## config.mk

```make
export PLATFORM = sky130hd
export DESIGN_NAME = imm_ext_unit
export DESIGN_NICKNAME = d
export VERILOG_FILES = /design/src/rtl/imm_ext_unit.sv
export SDC_FILE = /design/constraint.sdc
export NUM_CORES = 1
export LEC_CHECK = 0
export CORE_ASPECT_RATIO = 0.6
export CORE_MARGIN = 3
export CORE_UTILIZATION = 35
export DETAILED_ROUTE_END_ITERATION = 16
export PLACE_DENSITY = 0.85
export SETUP_SLACK_MARGIN = 0.3
export SYNTH_ARGS = -nofsm -noshare
export SYNTH_HDL_FRONTEND = slang
export SYNTH_SLANG_ARGS = --single-unit
export TNS_END_PERCENT = 50
```

## constraint.sdc

```tcl
create_clock -name clk -period 2 [get_ports clk]
set_clock_uncertainty 0.2 [all_clocks]
set_input_delay 0.3 -clock clk [delete_from_list [all_inputs] [get_ports clk]]
set_output_delay 0.3 -clock clk [all_outputs]
set_load 0.02 [all_outputs]
```

## src/rtl/imm_ext_unit.sv

```systemverilog
// Registered immediate extender for the decode path: zero/sign extension per imm_src, one-cycle latency.
// Define IMM_EXT_PREFIX_EN to build the PREFIX mechanism that supplies the upper bits of short immediates.
module imm_ext_unit #(
  parameter int DATA_W  = 22,
  parameter int IMM_W   = 19,
  parameter int SHORT_W = 7
) (
  input  logic              clk,
  input  logic              reset,
  input  logic              valid_in,
  input  logic [IMM_W-1:0]  imm,
  input  logic [2:0]        imm_src,
  input  logic              prefix_load,
  input  logic              stall,
  input  logic              flush,
  output logic [DATA_W-1:0] imm_ext,
  output logic              valid_out,
  output logic              prefix_pending
);
  localparam int PRE_W = DATA_W - SHORT_W;

  localparam logic [2:0] SRC_DP     = 3'b000;
  localparam logic [2:0] SRC_MEM    = 3'b001;
  localparam logic [2:0] SRC_BR     = 3'b010;
  localparam logic [2:0] SRC_DP_S   = 3'b011;
  localparam logic [2:0] SRC_BR_S   = 3'b100;

  if (PRE_W < 1 || PRE_W > IMM_W || IMM_W > DATA_W) begin : g_bad_params
    $error("imm_ext_unit: need 1 <= DATA_W-SHORT_W <= IMM_W <= DATA_W");
  end

  logic [SHORT_W-1:0] short_imm;
  logic [DATA_W-1:0]  ext_norm;
  logic [DATA_W-1:0]  ext_next;

  assign short_imm = imm[SHORT_W-1:0];

  always_comb begin
    ext_norm = '0;
    case (imm_src)
      SRC_DP, SRC_MEM: ext_norm = DATA_W'(short_imm);
      SRC_BR:          ext_norm = DATA_W'(imm);
      SRC_DP_S:        ext_norm = DATA_W'($signed(short_imm));
      SRC_BR_S:        ext_norm = DATA_W'($signed(imm));
      default:         ext_norm = '0;
    endcase
  end

`ifdef IMM_EXT_PREFIX_EN
  logic [PRE_W-1:0] prefix_reg;
  logic             use_prefix;

  // Only the short-immediate modes splice in the prefix; branches discard it.
  assign use_prefix = prefix_pending &&
                      (imm_src == SRC_DP || imm_src == SRC_MEM || imm_src == SRC_DP_S);

  always_comb begin
    ext_next = ext_norm;
    if (prefix_load)     ext_next = '0;
    else if (use_prefix) ext_next = {prefix_reg, short_imm};
  end

  always_ff @(posedge clk) begin
    if (reset) begin
      prefix_reg     <= '0;
      prefix_pending <= 1'b0;
    end else if (flush) begin
      prefix_pending <= 1'b0;
    end else if (!stall && valid_in) begin
      if (prefix_load) begin
        prefix_reg     <= imm[PRE_W-1:0];
        prefix_pending <= 1'b1;
      end else begin
        prefix_pending <= 1'b0;
      end
    end
  end
`else
  logic unused_prefix_load;

  assign unused_prefix_load = prefix_load;
  assign ext_next           = ext_norm;
  assign prefix_pending     = 1'b0;
`endif

  // imm_ext keeps its last value on idle cycles; only valid_out drops.
  always_ff @(posedge clk) begin
    if (reset) begin
      imm_ext   <= '0;
      valid_out <= 1'b0;
    end else if (flush) begin
      imm_ext   <= '0;
      valid_out <= 1'b0;
    end else if (!stall) begin
      valid_out <= valid_in;
      if (valid_in) imm_ext <= ext_next;
    end
  end

endmodule

```

* Word level (Yosys, flattened, before mapping)
Cells that the tools add are included.
** Operators by class
- Equality and inequality tests :: 4
- Multiplexer cells :: 1
- Bitwise gates (word level) :: 1
- Reductions and logical operators :: 4
** Operators with widths (count)
- 22-bit case mux with 4 select lines :: 1
- 3-bit by 2-bit == test with 1-bit output (second input constant) :: 2
- 2-bit OR reduction :: 2
- 3-bit by 1-bit == test with 1-bit output (second input constant) :: 1
- 3-bit == test (second input constant) :: 1
- 3-bit logical NOT :: 1
- 2-bit AND reduction :: 1
- 1-bit NOT :: 1
** Storage, ports and cells
- Bits in registers :: 23
- Input port bits :: 28
- Output and inout port bits :: 24
- Word-level logic and storage cells :: 12

* Logic depth before layout (Yosys ltp)
Gate-level depths: netlist of run 1.
- Depth after elaboration :: 3
- Gate-level depth with buffers :: 5

* Worst setup path after synthesis of run 1
No wires, ideal clock.
- Kind :: in2reg
- Start :: input flush
- End :: register imm_ext[11]
- Library setup time :: 70 ps
- Arrival time :: 1052 ps
- Required time :: 1730 ps
- Slack :: 677 ps
- Stages :: 5
- Buffers on the path :: 2
- Cells stage by stage :: or2_1 buf_4 nor2_8 buf_4 o2bb2ai_1
** On the way
- Longest elaborated chain between the ends :: 1
** RTL lines
- from (decl) :: line 15 : input logic flush,
- 2-bit OR reduction (no line)
- to (signal assigned) :: line 96 : if (valid_in) imm_ext <= ext_next;
- to (decl) :: line 16 : output logic [DATA_W-1:0] imm_ext,
Every way passes these cells.
A chain may end at the register's enable or synchronous reset.

* Worst setup path in the final report of run 1
- Start :: register imm_ext[0]
- End :: output imm_ext[0]
No word-level cell between the ends.

==> run summary, run 1 <==
## Status
• completed — outcome

## CTS
• 0 — Post-CTS Hold Buffers
• 2 — number of buffers on the longest clock path
• 21 — Sinks on Clock Net
• done — TritonCTS clock tree
• 3 — TritonCTS Buffers
• 0.07 ns — clock transition at the registers of the reported paths
• sky130_fd_sc_hd__clkbuf_8 — cell at the root of the clock tree
• 1 — number of H-tree branching levels
• 0 — buffer count from post-CTS setup fixing
• 0.26 ns — clock latency on the worst-skew pair

## Floorplan
• 2310 um2 — Core Area
• 52 — I/O pin count
• 13 — standard-cell rows
• 3240 um2 — floorplan die area
• 39.1% — initial cell density of the core
• 71.5 um — width of the die
• 45.3 um — Die Height

## Logic synthesis
• 22 — count of cell types in the netlist
• 46.6% — sequential element share of the synthesized area
• 21 — Seq cells post-synth
• 121 — net count after synthesis
• 0 — yosys synthesis warning count
• 93 — Post-Synthesis Cells
• 9.70 um2 — syn avg cell area
• 902 um2 — synthesized area

## STA
• 0 — final setup violating endpoints
• 585 MHz — highest achievable clock rate
• 65.1% — worst max-slew margin expressed relative to the limit
• 0.292 ns — slack of the critical path
• 0.523 ns — worst slew pin tran
• yes — setup repair after global routing missed its margin
• 0.258 ns — WHS
• 0 — final max-slew violation count
• 0 — number of hold-slack violations in the final timing report
• 85.4% — Period Utilization, post-route
• 1.71 ns — Min Clock Period, post-route

## Drt
• 15.3 um — routed length per instance
• 2.60 mm — total length of routed wires
• 71 — initial DRC count
• 0 — count of antenna-violating nets left after detailed routing
• 5.27 — number of vias per cell after detailed routing
• 0 — post-detailed-route DRC marker count
• 896 — via count
• 6 — number of optimization iterations in the first detailed-route pass

## Worst setup path
• buffers and inverters — largest delay contributor family on the critical path
• 1 — number of stages on the worst setup path
• 2 — cell count of the worst reg-to-reg path
• register — startpoint type of the worst setup path
• 1.21 ns — Worst Path Arrival
• sky130_fd_sc_hd__clkdlybuf4s50_1 — critical path's slowest cell
• clkdlybuf4s50_1 — critical-path cell list
• 1.50 ns — worst endpoint required time
• 1 — count of buffering cells on the critical path with inverters included
• 2 — peak fanout along the critical path
• 0.61 ns — Critical Path Max Stage Delay
• register to output pin — critical path class
• output pin — Setup crit end kind

## Final layout
• 0 — final antenna diode count
• 11.4% — fraction of final layout cells sized beyond drive strength 1
• 170 — Finished Layout Cells
• 180 — count of fill cells added during filler insertion
• sky130_fd_sc_hd__clkdlybuf4s50_1 — most common cell after layout, fill and taps aside
• 169 — number of nets in the finished design
• 63.8% — area overhead of the layout relative to synthesis
• sky130_fd_sc_hd__clkdlybuf4s50_1 (34), sky130_fd_sc_hd__dfxtp_1 (21), sky130_fd_sc_hd__a31oi_1 (12) — most frequent cells in the layout

## Pwr
• 639 uW — cell internal pwr
• 208 uW — net load switching power
• 24.5% — fraction of power spent switching nets
• 17.0% — fraction of power consumed by combinational cells
• 573 nW/um2 — power per standard cell area
• 50.3% — sequential cell fraction of total power
• 32.7% — clock share of power
• 0.316 mV — Peak VDD IR
• 0.000722 uW — standby leakage power

## Placement
• 0.777 — gp weighted congestion
• 1.98 mm — detailed-placement wirelength estimate
• -0.121 ns — Setup Slack @ Placement
• 49 — Port-buffer cells
• 166 — number of cells after detailed placement

## Global routing
• 0 — number of antenna violations at the first check in global routing
• 4.19 mm — wire length of the first global-routing pass
• 17.1% — total routing usage reported by global routing
• 855 — via count of the first global-routing pass
• 0 — overall overflow remaining after global route
• 14 — maximum number of pins on one net before global-route repair

## Job
• 0 — count of max-cap constraint violations

## Hold path
• register to register — Tightest Hold Check Type
• 2 — Hold Path Stages

## sequential cells by signal, indices dropped and copies added (netlist names)
register	count
imm_ext	20
valid_out	1
## path summary, 6_finish.rpt
path | startpoint | to | slack, ns
min | imm_ext[2] | imm_ext[2] | 0.26
max | imm_ext[0] | imm_ext[0] | 0.29
max reg2reg | imm_ext[20] | imm_ext[20] | 1.15
min reg2reg | imm_ext[2] | imm_ext[2] | 0.26
## logic make-up (layout without fill, tap and decap cells)
logic type             after synthesis  in the layout  synth area share, %
AO/OA/AOI/OAI                       35             35                 27.5
AND/OR/NAND/NOR                     23             23                 15.7
flip-flops                          21             21                 46.6
buffers and inverters               12             59                 8.87
other                                1              1                0.416
XOR/XNOR                             1              1                0.971
## stage by stage
stage	util [%]	power (uW)	cell area (um2)	setup TNS, ns
3_5_place_dp	60.2	576	1390	-0.878
6_report	64.0	847	1480	0
2_1_floorplan	-	502	902	0
5_1_grt	64.0	881	1480	0
3_3_place_gp	60.2	572	1390	-0.548
4_1_cts	62.4	851	1440	0
## routing by layer
metal | global-route usage, % | vias to the layer above | routed length [um]
met5 | 0 | - | 0
met2 | 26.5 | 37 | 1180
li1 | - | 438 | -
met4 | 5.62 | 0 | 19
met1 | 23.1 | 419 | 1210
met3 | 5.11 | 2 | 195
## Yosys cell counts, drive strengths merged
| library cell | n | area share, % |
|---|---|---|
| o211ai | 1 | 0.83 |
| a21oi | 9 | 5.0 |
| nand3 | 7 | 3.9 |
| and4b | 1 | 1.1 |
| a31oi | 12 | 8.3 |
| inv | 1 | 0.42 |
| nor2 | 1 | 2.2 |
| nand2b | 1 | 0.69 |
| o21ai | 1 | 0.97 |
| and4bb | 1 | 1.4 |
| or2 | 1 | 0.69 |
| nor2b | 1 | 0.69 |
| nand3b | 1 | 1.2 |
| conb | 1 | 0.42 |
| o2bb2ai | 12 | 12 |
| dfxtp | 21 | 47 |
| xor2 | 1 | 0.97 |
| buf | 10 | 8.0 |
| clkbuf | 1 | 0.42 |
| nand2 | 9 | 3.7 |
## power groups by stage
stage	registers (uW)	clock network (uW)	logic [uW]
after CTS	426	283	143
after detailed placement	435	0	141
after global routing	426	300	155
after global placement	435	0	137
final	426	277	144
after floorplan	441	0	61.0
## layout make-up
class | instances | area (um2) | share of cell area, %
clock buffers | 3 | 41.3 | 2.79
clock inverters | 1 | 5.00 | 0.339
inverters | 1 | 3.75 | 0.254
multi-input cells | 60 | 419 | 28.4
flip-flops and latches | 21 | 420 | 28.5
well taps | 30 | 37.5 | 2.54
repair buffers | 54 | 551 | 37.3
## repair_timing
action                     in CTS  in global routing
resized for setup               6                 12
pin swaps                       0                  0
setup endpoints to repair      33                 30
Power figures use the tool's default switching activity.
==> inputs of run 2 (changes only) <==
- CORE_UTILIZATION: 35 -> 40
- PLACE_DENSITY: 0.85 -> 0.94
- REMOVE_ABC_BUFFERS: default -> 1
- TNS_END_PERCENT: 50 -> 100
==> run summary, run 2 (synthesis gave the netlist of run 1 again) <==
## Status
• completed — outcome, unchanged

## STA
• 604 MHz — highest achievable clock rate, was 585 MHz
• 0 ns — setup TNS, unchanged
• 0 — final max-slew violation count, unchanged
• 0 — number of hold-slack violations in the final timing report, unchanged
• 0.345 ns — slack of the critical path, was 0.292 ns
• 0 — final setup violating endpoints, unchanged
• 82.7% — Period Utilization, post-route, was 85.4%
• yes — setup repair after global routing missed its margin, unchanged
• 1.65 ns — Min Clock Period, post-route, was 1.71 ns
• 0.251 ns — WHS, was 0.258 ns

## Worst setup path
• register — Setup crit end kind, was output pin
• sky130_fd_sc_hd__clkdlybuf4s50_1 — critical path's slowest cell, unchanged
• buffers and inverters — largest delay contributor family on the critical path, unchanged
• imm_ext[20] — worst r2r src, unchanged
• 2.00 ns — worst endpoint required time, was 1.50 ns
• 1.14 ns — worst reg2reg setup slack, was 1.15 ns
• imm_src[2] — startpoint of the most critical setup path, was imm_ext[0]
• 13 — peak fanout along the critical path, was 2
• imm_ext[20] — CP endpoint, was imm_ext[0]
• primary input to register — critical path class, was register to output pin
• 1 — count of buffering cells on the critical path with inverters included, unchanged
• primary input — startpoint type of the worst setup path, was register
• clkdlybuf4s50_1, and4b_4, o211ai_1, a21oi_1 — critical-path cell list, was clkdlybuf4s50_1
• 4 — number of stages on the worst setup path, was 1
• imm_ext[20] — Reg-to-Reg End, unchanged
• 0.56 ns — Critical Path Max Stage Delay, was 0.61 ns
• 1.65 ns — Worst Path Arrival, was 1.21 ns
• 2 — cell count of the worst reg-to-reg path, unchanged

## Final layout
• 20 — Largest register FFs, unchanged
• sky130_fd_sc_hd__clkdlybuf4s50_1 (25), sky130_fd_sc_hd__dlygate4sd2_1 (22), sky130_fd_sc_hd__dfxtp_1 (21) — most frequent cells in the layout, was sky130_fd_sc_hd__clkdlybuf4s50_1 (34), sky130_fd_sc_hd__dfxtp_1 (21), sky130_fd_sc_hd__a31oi_1 (12)
• 0 — final antenna diode count, unchanged
• 147 — count of fill cells added during filler insertion, was 180
• imm_ext (20), valid_out (1) — Largest regs, unchanged
• imm_ext — most flop-heavy register, unchanged
• 64.2% — area overhead of the layout relative to synthesis, was 63.8%
• 173 — number of nets in the finished design, was 169
• 13.9% — fraction of final layout cells sized beyond drive strength 1, was 11.4%
• sky130_fd_sc_hd__clkdlybuf4s50_1 — most common cell after layout, fill and taps aside, unchanged

## Drt
• 0 — post-detailed-route DRC marker count, unchanged
• 944 — via count, was 896
• 0 — count of antenna-violating nets left after detailed routing, unchanged
• 2.93 mm — total length of routed wires, was 2.60 mm
• 6 — number of optimization iterations in the first detailed-route pass, unchanged
• 17.0 um — routed length per instance, was 15.3 um
• 58 — initial DRC count, was 71
• 5.49 — number of vias per cell after detailed routing, was 5.27

## Placement
• 49 — Port-buffer cells, unchanged
• 2.09 mm — detailed-placement wirelength estimate, was 1.98 mm
• 0.846 — gp weighted congestion, was 0.777
• -0.156 ns — Setup Slack @ Placement, was -0.121 ns

## Pwr
• 221 uW — net load switching power, was 208 uW
• 645 uW — cell internal pwr, was 639 uW
• 18.1% — fraction of power consumed by combinational cells, was 17.0%
• 584 nW/um2 — power per standard cell area, was 573 nW/um2
• 49.2% — sequential cell fraction of total power, was 50.3%
• 25.5% — fraction of power spent switching nets, was 24.5%
• 0.292 mV — Peak VDD IR, was 0.316 mV
• 0.000652 uW — standby leakage power, was 0.000722 uW
• 32.8% — clock share of power, was 32.7%

## CTS
• 0 — Post-CTS Hold Buffers, unchanged
• 3 — TritonCTS Buffers, unchanged
• 0.26 ns — clock latency on the worst-skew pair, about the same
• 2 — number of buffers on the longest clock path, unchanged
• 0.08 ns — clock transition at the registers of the reported paths, was 0.07 ns
• 21 — Sinks on Clock Net, unchanged
• done — TritonCTS clock tree, unchanged
• sky130_fd_sc_hd__clkbuf_8 — cell at the root of the clock tree, unchanged
• 1 — number of H-tree branching levels, unchanged

## Global routing
• 4.49 mm — wire length of the first global-routing pass, was 4.19 mm
• 21.6% — total routing usage reported by global routing, was 17.1%
• 0 — overall overflow remaining after global route, unchanged
• 14 — maximum number of pins on one net before global-route repair, unchanged
• 923 — via count of the first global-routing pass, was 855
• 0 — number of antenna violations at the first check in global routing, unchanged

## Floorplan
• 45.5% — initial cell density of the core, was 39.1%
• 52 — I/O pin count, unchanged
• 12 — standard-cell rows, was 13
• 1980 um2 — Core Area, was 2310 um2
• 42.8 um — Die Height, was 45.3 um
• 67.3 um — width of the die, was 71.5 um
• 2880 um2 — floorplan die area, was 3240 um2

## Hold path
• register to register — Tightest Hold Check Type, unchanged

## Job
• 0 — count of max-cap constraint violations, unchanged

## run 2: cell count changes in the layout (fill, tap and decap cells not counted)
cell,previous run,this run
sky130_fd_sc_hd__dlygate4sd2_1,4,22
sky130_fd_sc_hd__clkdlybuf4s50_1,34,25
sky130_fd_sc_hd__dlymetal6s2s_1,11,2
sky130_fd_sc_hd__xor2_2,1,0
sky130_fd_sc_hd__and4b_4,0,1
sky130_fd_sc_hd__buf_4,5,9
sky130_fd_sc_hd__o21ai_4,0,1
sky130_fd_sc_hd__and4b_2,1,0
sky130_fd_sc_hd__o21ai_2,1,0
sky130_fd_sc_hd__xor2_4,0,1
## run 2: area by class of cell
type                    count  area, um2  area share (%)
inverters                   1       3.75           0.253
multi-input cells          60        440            29.7
flip-flops and latches     21        420            28.4
clock buffers               3       41.3            2.79
well taps                  28       35.0            2.36
repair buffers             58        536            36.1
clock inverters             1       5.00           0.338
## run 2: worst min-delay path by stage
| stage | from | end | slack (ns) | cells past startpoint |
|---|---|---|---|---|
| after floorplan | stall | valid_out | 0.25 | 2 |
| after global placement | imm_ext[6] | imm_ext[6] | 0.24 | 2 |
| after detailed placement | imm_ext[6] | imm_ext[6] | 0.25 | 2 |
| final | imm_ext[1] | imm_ext[1] | 0.25 | 2 |
| after global routing | imm_ext[1] | imm_ext[1] | 0.28 | 2 |
| after CTS | imm_ext[1] | imm_ext[1] | 0.25 | 2 |
## run 2: repair_timing
action,CTS,global route
endpoints found under the setup margin,34,18
resized for setup,25,5
pin swaps,0,1
buffers inserted,0,3
## run 2: worst min-delay path, stage by stage (launching register included)
cell                      delay, ns
sky130_fd_sc_hd__dfxtp_1       0.31
sky130_fd_sc_hd__nand2_1       0.05
sky130_fd_sc_hd__a21oi_1       0.05
## run 2: power by group through the flow
stage	registers [uW]	clock network [uW]	logic, uW
after global placement	435	0	137
after CTS	426	279	142
final	425	284	156
after global routing	426	305	167
after floorplan	442	0	48.3
after detailed placement	436	0	142
## run 2: per-stage QoR
step                      utilization, %  std cells  area (um2)  total power, uW
after floorplan                        -         82         826              490
after global placement              70.5        165        1400              573
after detailed placement            70.5        165        1400              577
after CTS                           72.3        169        1430              847
after global routing                74.7        172        1480              898
final                               74.7        172        1480              865
## run 2: per-layer routing
layer | vias to the layer above | track usage (%) | routed length (um)
met5 | - | 0 | 0
met1 | 444 | 25.0 | 1170
met3 | 8 | 5.82 | 216
li1 | 443 | - | -
met2 | 49 | 36.5 | 1460
met4 | 0 | 10.9 | 80
